### src/rtl/spi_loader.sv
// -----------------------------------------------------------------------------
// spi_loader
//
// Loads instruction and data memories from a serial master and then hands
// control to the processor.
//
// Each frame carries 12 bits, sent LSB first: a 4-bit address followed by an
// 8-bit data byte. mode_in selects the phase:
//   00 = idle/gap, 01 = instruction load, 10 = data load, 11 = run.
// After a complete frame the block issues a one-cycle write strobe to the
// selected memory. It then waits for mode 00 before it accepts another frame.
// If mode_in changes in the middle of a frame, the frame is dropped and
// frame_err pulses for one cycle.
//
// Optional feature: define SPI_LOADER_SYNC_EN to pass sclk_in, mosi_in and
// mode_in through 2-flop synchronizers. This adds 2 clk of latency.
//
// Ports
//   clk        system clock, rising edge
//   rst        synchronous, active-high reset
//   sclk_in    serial clock from the loader (free-running, period >= 2 clk)
//   mosi_in    serial data, valid at the sclk_in rising edge
//   mode_in    phase select (see above)
//   halt_in    processor finished; only used in run mode
//   imem_we    one-cycle instruction-memory write strobe
//   dmem_we    one-cycle data-memory write strobe
//   wr_addr    write address (shared), holds the last written value
//   wr_data    write data (shared), holds the last written value
//   done_out   load phase reached address 15, or halt_in while running
//   run_en     processor execute enable
//   frame_err  one-cycle pulse when a frame is aborted
// -----------------------------------------------------------------------------
module spi_loader (
  input  logic       clk,
  input  logic       rst,
  input  logic       sclk_in,
  input  logic       mosi_in,
  input  logic [1:0] mode_in,
  input  logic       halt_in,
  output logic       imem_we,
  output logic       dmem_we,
  output logic [3:0] wr_addr,
  output logic [7:0] wr_data,
  output logic       done_out,
  output logic       run_en,
  output logic       frame_err
);

  localparam logic [1:0] MODE_GAP  = 2'b00;
  localparam logic [1:0] MODE_IMEM = 2'b01;
  localparam logic [1:0] MODE_DMEM = 2'b10;
  localparam logic [1:0] MODE_RUN  = 2'b11;

  typedef enum logic [2:0] {
    S_IDLE,
    S_RECV,
    S_WRITE,
    S_GAP,
    S_RUN
  } state_t;

  // Effective inputs. These are either synchronized or taken directly.
  logic       sclk_e;
  logic       mosi_e;
  logic [1:0] mode_e;

`ifdef SPI_LOADER_SYNC_EN
  logic [1:0] sclk_sync;
  logic [1:0] mosi_sync;
  logic [1:0] mode_sync0;
  logic [1:0] mode_sync1;

  always_ff @(posedge clk) begin
    if (rst) begin
      sclk_sync  <= '0;
      mosi_sync  <= '0;
      mode_sync0 <= '0;
      mode_sync1 <= '0;
    end else begin
      sclk_sync  <= {sclk_sync[0], sclk_in};
      mosi_sync  <= {mosi_sync[0], mosi_in};
      mode_sync0 <= mode_in;
      mode_sync1 <= mode_sync0;
    end
  end

  assign sclk_e = sclk_sync[1];
  assign mosi_e = mosi_sync[1];
  assign mode_e = mode_sync1;
`else
  assign sclk_e = sclk_in;
  assign mosi_e = mosi_in;
  assign mode_e = mode_in;
`endif

  state_t      state;
  state_t      state_d;
  logic        sclk_prev;
  logic        sclk_rise;
  logic [1:0]  frame_mode;   // mode latched at frame start (01 or 10)
  logic [1:0]  last_mode;    // frame mode of the previous load phase
  logic [3:0]  bit_cnt;
  logic [11:0] shift_reg;
  logic [3:0]  wr_addr_q;
  logic [7:0]  wr_data_q;
  logic        last_addr_seen;

  logic        start_frame;
  logic        shift_en;
  logic        abort;

  assign sclk_rise = sclk_e & ~sclk_prev;

  // Next-state logic and control strobes.
  always_comb begin
    // NOTE: every signal gets a default before the case statement. A path
    // that leaves any of them unassigned would infer a latch.
    state_d     = state;
    start_frame = 1'b0;
    shift_en    = 1'b0;
    abort       = 1'b0;
    case (state)
      S_IDLE: begin
        if (mode_e == MODE_IMEM || mode_e == MODE_DMEM) begin
          start_frame = 1'b1;
          state_d     = S_RECV;
        end else if (mode_e == MODE_RUN) begin
          state_d = S_RUN;
        end
      end
      S_RECV: begin
        // A mode change wins over a simultaneous sclk edge. The partial
        // frame is dropped.
        if (mode_e != frame_mode) begin
          abort   = 1'b1;
          state_d = S_IDLE;
        end else if (sclk_rise) begin
          shift_en = 1'b1;
          if (bit_cnt == 4'd11) state_d = S_WRITE;
        end
      end
      S_WRITE: state_d = S_GAP;
      S_GAP:   if (mode_e == MODE_GAP) state_d = S_IDLE;
      S_RUN:   if (mode_e == MODE_GAP) state_d = S_IDLE;
      default: state_d = S_IDLE;
    endcase
  end

  // Control state.
  always_ff @(posedge clk) begin
    // NOTE: registers are updated with non-blocking assignments. Every read
    // in this block therefore sees the value from before the clock edge.
    if (rst) begin
      state          <= S_IDLE;
      sclk_prev      <= 1'b0;
      frame_mode     <= MODE_GAP;
      last_mode      <= MODE_GAP;
      bit_cnt        <= '0;
      wr_addr_q      <= '0;
      wr_data_q      <= '0;
      last_addr_seen <= 1'b0;
      frame_err      <= 1'b0;
    end else begin
      state     <= state_d;
      sclk_prev <= sclk_e;
      frame_err <= abort;
      if (start_frame) begin
        frame_mode <= mode_e;
        last_mode  <= mode_e;
        bit_cnt    <= '0;
        // A new load phase of the other memory type re-arms done_out.
        if (mode_e != last_mode) last_addr_seen <= 1'b0;
      end
      if (shift_en) bit_cnt <= bit_cnt + 4'd1;
      if (state == S_WRITE) begin
        wr_addr_q <= shift_reg[3:0];
        wr_data_q <= shift_reg[11:4];
        if (shift_reg[3:0] == 4'hF) last_addr_seen <= 1'b1;
      end
    end
  end

  // NOTE: the shift register is pure datapath and has no reset. Its contents
  // are only used in WRITE, and by then all 12 bits have been shifted in.
  always_ff @(posedge clk) begin
    if (shift_en) shift_reg <= {mosi_e, shift_reg[11:1]};
  end

  // During WRITE the fresh frame drives the bus directly. At all other times
  // the bus shows the value of the last completed write.
  assign wr_addr  = (state == S_WRITE) ? shift_reg[3:0]  : wr_addr_q;
  assign wr_data  = (state == S_WRITE) ? shift_reg[11:4] : wr_data_q;
  assign imem_we  = (state == S_WRITE) && (frame_mode == MODE_IMEM);
  assign dmem_we  = (state == S_WRITE) && (frame_mode == MODE_DMEM);
  assign run_en   = (state == S_RUN);
  assign done_out = run_en ? halt_in : last_addr_seen;

endmodule
### config.mk
export PLATFORM = sky130hd
export DESIGN_NAME = spi_loader
export DESIGN_NICKNAME = d
export VERILOG_FILES = /design/src/rtl/spi_loader.sv
export SDC_FILE = /design/constraint.sdc
export NUM_CORES = 1
export LEC_CHECK = 0
export CORE_MARGIN = 5
export CORE_UTILIZATION = 60
export CTS_BUF_LIST = sky130_fd_sc_hd__clkbuf_16
export CTS_CLUSTER_DIAMETER = 150
export DETAILED_ROUTE_END_ITERATION = 6
export DONT_BUFFER_PORTS = 1
export GPL_TIMING_DRIVEN = 0
export PLACE_DENSITY = 0.74
export SLEW_MARGIN = 0
export SYNTH_ARGS = -nofsm -noshare
export SYNTH_HDL_FRONTEND = slang
export SYNTH_SLANG_ARGS = --single-unit
### constraint.sdc
create_clock -name clk -period 2.4 [get_ports clk]
set_input_delay 0.48 -clock clk [delete_from_list [all_inputs] [get_ports clk]]
set_output_delay 0.48 -clock clk [all_outputs]
set_load 0.1 [all_outputs]
==> out/summary.txt, run 1 <==
status = finished with violations
failing checks = negative setup slack
crit-path max cell delay = 0.58 ns
Synth warnings = 0
final slew viol count = 0
Max Cap Viol = 0
Final WS setup = -0.0255 ns
die height = 59.7 µm
Rel. slew slack = 28.3%
GPL Wtd Cong = 0.732
CP required = 1.92 ns
commonest non-fill, non-tap cell in the layout = dfxtp_1
vias = 916
Synth Register Bits = 36
initial core utilization = 61.5%
RSZ-0062 raised after global routing = yes
Net count, final = 141
cell family with the largest share of critical-path delay = multiplexers
WP buf/inv = 1
drt via density = 5.62
total wire length = 2570 µm
cell area after layout = 0.00166 mm²
top cell type's share of synthesized area = 32.4%
routing usage on met3 = 8.64%
leakage dissipation = 0.631 nW
syn nets = 134
grt met2 use = 26.4%
fin cells = 163
residual DRC count = 0
clock slew at reported path FFs = 0.05 ns
number of diodes = 0
Die ar. = 0.00356 mm²
final count of hold timing violations = 0
crit path time final = 2.43 ns
grt total ovfl = 0
CTS buffer count = 5
initial antenna violation count = 0
asr flop ratio synth = 0%
Clock Skew = 0.00291 ns
slowest stage cell, crit path = mux2_2
dpl hpwl = 1810 µm
fin crit share = 101%
fill cell count = 180
commonest non-fill, non-tap cells in the layout = dfxtp_1, nor2b_1, mux2_2
row count = 18
DR pass1 iterations = 4
Cell Chain, Critical Path = nor3b_4 -> buf_4 -> mux2_2
met1 usage = 19.5%
Final Power = 1.34 mW
clock root buffer = clkbuf_16
Power Density = 803 mW/mm²
Post-Syn Area per Cell = 11.9 µm²
remaining antenna violation count = 0
layout cell share with drive strength beyond 1 = 21.8%
H-tree levels = 2
fmax = 412 MHz
Final Setup Violations = 7
Mapped Area = 0.00148 mm²
Post-synth EDFFs = 12
Worst Tran Pin Value = 1.07 ns
Worst Setup End Kind = primary output
IO Port Bufs = 0
synth unique cells = 34
Area Growth Syn to Fin = 12.2%
CTS tree = built
Inst Count DP = 155
Seq/Total Area, Yosys = 56.8%
Worst-Skew Late Latency = 0.27 ns
Synth area leader = dfxtp_1
Die W = 59.7 µm
CP startpoint kind = flip-flop
DR iter-0 viols = 14
largest net degree at the start of global routing = 22
vias in the first global route = 942
Top Ports = 24
max reg flops = 12
most used routing layer = met2
GRT Util Overall = 16.6%
CP arrival = 1.95 ns
crit path kind = flip-flop to primary output
first-pass GRT wire length = 4290 µm
largest cells by area after synthesis = dfxtp_1, edfxtp_1, mux2_2, nor2b_1, a21oi_1
Most used DFF post-synth = dfxtp_1
worst-case clock buffer depth = 2
Synth Instances = 125
post-CTS setup buffers = 0
class of the worst hold path = primary input to flip-flop
CP Max Fanout = 10
placed standard-cell area = 0.00152 mm²
wire length per cell = 15.8 µm
Core Area = 0.00241 mm²
Sink Count = 36
Peak VDD IR = 0.578 mV
final core utilization = 69.0%
cells by family (layout without fill, tap and decap cells):
group,count (synthesis),in the layout,share of synthesized area (%)
AO/OA/AOI/OAI,15,15,6.00
multiplexers,13,13,9.88
AND/OR/NAND/NOR,48,48,21.3
buffers and inverters,9,17,3.21
XOR/XNOR,2,2,1.18
adder cells (fa/ha/maj),2,2,1.69
flip-flops,36,36,56.8
synthesized netlist by cell type (3+ instances only):
| master | count |
|---|---|
| a21oi_1 | 7 |
| edfxtp_1 | 12 |
| nor2_1 | 7 |
| mux2_2 | 11 |
| nand3b_1 | 4 |
| dfxtp_1 | 24 |
| nand3_1 | 3 |
| inv_1 | 4 |
| nand2_1 | 4 |
| nor2b_1 | 16 |
| nor3_1 | 3 |
worst paths after layout:
check	start	cells past startpoint	to	slack, ns
hold / removal	rst	1	wr_data_q[7]	0.27
hold reg to reg	shift_reg[7]	0	shift_reg[6]	0.45
setup reg to reg	state[2]	5	bit_cnt[2]	0.33
setup / recovery	state[1]	3	wr_data[5]	-0.03
cell type report:
cell class / instances / area, µm² / area share (%)
Buffer: 5 / 32.5 / 1.96
Tap cell: 30 / 37.5 / 2.26
Clock inverter: 3 / 15.0 / 0.903
Clock buffer: 5 / 125 / 7.52
Inverter: 4 / 15.0 / 0.903
Multi-Input combinational cell: 80 / 597 / 35.9
Sequential cell: 36 / 841 / 50.6
power by group:
group          switching, mW  internal (mW)  total (mW)
Combinational         0.0608         0.0280      0.0888
Sequential            0.0139          0.637       0.651
Clock                  0.220          0.376       0.596
Total                  0.294           1.04        1.34
per-stage QoR:
stage	setup TNS [ns]	hold slack [ns]	worst slack, ns
2_1_floorplan	0	0.420	0.206
3_3_place_gp	0	0.427	0.0483
3_5_place_dp	0	0.434	0.00697
4_1_cts	-0.280	0.266	-0.0407
5_1_grt	-0.636	0.260	-0.0812
6_report	-0.169	0.274	-0.0255
routing by layer:
layer	routed length [µm]	up-vias
li1	-	454
met1	1100	443
met2	1290	19
met3	178	0
met4	0	0
met5	0	-
repair_timing:
action	4_1_cts	5_1_grt
resized for setup	5	0
hold buffers	0	0
endpoints found under the setup margin	10	9
endpoints found under the hold margin	0	0
Power figures use the tool's default switching activity.
==> inputs of run 2 (changes only) <==
ABC_AREA = 1   (was unset)
CORE_UTILIZATION = 61   (was 60)
PLACE_DENSITY = 0.75   (was 0.74)
==> run 2 against run 1 <==
  * The run now ends clean
  * Clock skew up 0.0015 ns
  * Core utilization up 6.0 points
  * Via count up 28%
  * Non-clock buffer count up 1
  * Count of clock-buffer cells in the layout unchanged
  * Critical endpoint is now wr_data[2]
  * Largest cell class unchanged
==> out/summary.txt, run 2 <==
status = complete, no violations
worst hold path depth = 0 (-1)
hold_sp = mosi_in
GRT Util Overall = 19.4% (+2.8 points)
Worst Setup End Kind = primary output
worst-case clock buffer depth = 2 (unchanged)
layout cell share with drive strength beyond 1 = 25.7% (+3.9 points)
final core utilization = 75.0% (+6.0 points)
crit path kind = flip-flop to primary output
CTS buffer count = 5 (unchanged)
CP Max Fanout = 10 (unchanged)
Die W = 60.8 µm (+1.9%)
Critical Path Stages = 7 (+4)
GPL Wtd Cong = 0.826 (+13%)
H-tree levels = 2 (unchanged)
vias = 1177 (+28%)
commonest non-fill, non-tap cell in the layout = nand2_1
Final Setup Violations = 0 (-7)
post-CTS setup buffers = 0 (unchanged)
grt total ovfl = 0 (unchanged)
wire length per cell = 13.6 µm (-14%)
most frequent cell after synthesis = nand2_1
Clock Skew = 0.00436 ns (+0.00145 ns)
DR pass1 iterations = 4 (unchanged)
vias in the first global route = 1204 (+28%)
asr flop ratio synth = 0% (unchanged)
clock slew at reported path FFs = 0.05 ns (about the same)
final slew viol count = 0 (unchanged)
Most used DFF post-synth = dfxtp_1
remaining antenna violation count = 0 (unchanged)
reg2reg setup slack = 0.69 ns (+0.36 ns)
Inst Count DP = 209 (+35%)
Area Growth Syn to Fin = 18.0%
fmax = 433 MHz (+5.1%)
Core Area = 0.00248 mm² (+2.8%)
fill cell count = 182 (+1.1%)
commonest non-fill, non-tap cells in the layout = nand2_1, nor2_1, dfxtp_1
Max Cap Viol = 0 (unchanged)
Synth warnings = 0 (unchanged)
syn nets = 186 (+39%)
largest cells by area after synthesis = dfxtp_1, edfxtp_1, nand2_1, inv_1, nor2_1
total wire length = 2960 µm (+15%)
die height = 60.8 µm (+1.9%)
Worst Tran Pin Value = 0.953 ns (-0.115 ns)
top cell type's share of synthesized area = 30.5% (-1.9 points)
initial antenna violation count = 0 (unchanged)
reg-to-reg critical path endpoint = shift_reg[7]
Synth area leader = dfxtp_1
Mapped Area = 0.00158 mm² (+6.3%)
Seq/Total Area, Yosys = 53.4% (-3.4 points)
Post-synth EDFFs = 12 (unchanged)
synth unique cells = 25 (-26%)
hold path endpoint = shift_reg[11]
CP arrival = 1.83 ns (-0.12 ns)
final count of hold timing violations = 0 (unchanged)
fin crit share = 96.1% (-4.9 points)
class of the worst hold path = primary input to flip-flop
Post-Syn Area per Cell = 8.90 µm² (-25%)
CP startpoint kind = flip-flop
placed standard-cell area = 0.00166 mm² (+9.0%)
crit-path max cell delay = 0.46 ns (-0.12 ns)
row count = 18 (unchanged)
slowest stage cell, crit path = clkinvlp_4
CP required = 1.92 ns (about the same)
CTS tree = built
Hold Slack = 0.299 ns (+0.0256 ns)
Net count, final = 195 (+38%)
Sink Count = 36 (unchanged)
Cell Chain, Critical Path = inv_2 -> nand3_4 -> inv_2 -> buf_6 -> or2_1 -> o21ai_2 -> clkinvlp_4
largest net degree at the start of global routing = 13 (-41%)
commonest cells in the netlist = nand2_1, dfxtp_1, inv_1, nor2_1, edfxtp_1
Synth Register Bits = 36 (unchanged)
Top Ports = 24 (unchanged)
first-pass GRT wire length = 5180 µm (+21%)
FF-to-FF path depth = 6 (+1)
cell family with the largest share of critical-path delay = buffers and inverters
drt via density = 5.42 (-3.5%)
WP buf/inv = 4 (+3)
Critical R2R Launch = last_mode[0]
crit path time final = 2.31 ns (-0.118 ns)
number of diodes = 0 (unchanged)
RSZ-0062 raised after global routing = yes
Synth Instances = 177 (+42%)
Rel. slew slack = 36.4% (+8.1 points)
max reg flops = 12 (unchanged)
dpl hpwl = 2040 µm (+13%)
CP dominant cell by count = inv_2
Worst-Skew Late Latency = 0.28 ns (about the same)
IO Port Bufs = 0 (unchanged)
DR iter-0 viols = 61 (+47)
residual DRC count = 0 (unchanged)
initial core utilization = 63.6% (+2.1 points)
Die ar. = 0.00370 mm² (+3.8%)
clock root buffer = clkbuf_16
fin cells = 217 (+33%)
cell area after layout = 0.00186 mm² (+12%)
==> run 2: changes by cell type in the layout (fill, tap and decap cells not counted), moves of 3 or more <==
| cell | previous run | this run |
|---|---|---|
| nand3_2 | 0 | 3 |
| nor3_2 | 0 | 3 |
| nand2_1 | 4 | 24 |
| inv_2 | 0 | 3 |
| o21ai_2 | 0 | 9 |
| mux2_2 | 13 | 0 |
| nor2_1 | 7 | 22 |
| or2_1 | 0 | 9 |
| nand2_2 | 0 | 3 |
| inv_1 | 5 | 16 |
| nand3_1 | 3 | 10 |
| clkinvlp_4 | 1 | 10 |
| nor2b_1 | 16 | 0 |
| a21oi_1 | 7 | 10 |
==> run 2: layout make-up <==
| type | count | area, µm² | share of cell area (%) |
|---|---|---|---|
| Timing Repair Buffer | 2 | 30.0 | 1.62 |
| Buffer | 4 | 30.0 | 1.62 |
| Tap cell | 30 | 37.5 | 2.02 |
| Clock inverter | 3 | 11.3 | 0.606 |
| Multi-Input combinational cell | 110 | 642 | 34.5 |
| Clock buffer | 5 | 125 | 6.73 |
| Sequential cell | 36 | 843 | 45.4 |
| Inverter | 27 | 139 | 7.47 |
==> run 2: worst max-delay path by stage <==
stage	from	end	slack (ns)
2_1_floorplan	state[2]	dmem_we	-0.84
3_3_place_gp	state[2]	imem_we	-0.98
3_5_place_dp	state[0]	done_out	0.01
4_1_cts	state[2]	wr_addr[2]	0.005
5_1_grt	state[2]	wr_addr[2]	-0.0003
6_report	state[0]	wr_data[2]	0.09
==> run 2: cells by family (layout without fill, tap and decap cells) <==
group,Yosys count,after routing,share of synthesized area (%)
AOI/OAI and AO/OA,23,23,9.45
xor gates and xnor gates,2,2,1.11
adders and majority gates,2,2,1.59
buffers and inverters,31,41,8.34
DFF,36,36,53.4
and+or+nand+nor,83,83,26.1
==> run 2: repair_timing <==
item | in CTS | in global routing
resized for setup | 6 | 12
endpoints found under the setup margin | 5 | 10
hold buffers | 0 | 0
pin swaps | 0 | 1
endpoints found under the hold margin | 0 | 0
==> run 2: metrics by stage <==
step                setup slack, ns    TNS, ns
detailed placement           0.0100          0
CTS                         0.00466          0
floorplan                    -0.844      -1.69
global placement             -0.981      -1.96
global route              -0.000258  -0.000258
finish                       0.0929          0
==> run 2: worst register-to-register path, stage by stage, from the launching register on <==
cell and delay, ns:
dfxtp_1 0.37, inv_1 0.09, nand2_1 0.06, nand2_1 0.10, nor2_4 0.19, nand3_2 0.15
inv_1 0.39
==> run 2: per-layer routing <==
layer | vias to the layer above | routed length, µm | global-route usage [%]
met2 | 35 | 1450 | 31.5
met4 | 0 | 52 | 12.7
met1 | 549 | 1300 | 22.9
li1 | 588 | - | -
met3 | 5 | 154 | 4.68
met5 | - | 0 | 0
Power of run 2 is left out: the tool's default activity adds up to more than one toggle a clock period on the data nets, which glitch-free logic cannot reach.
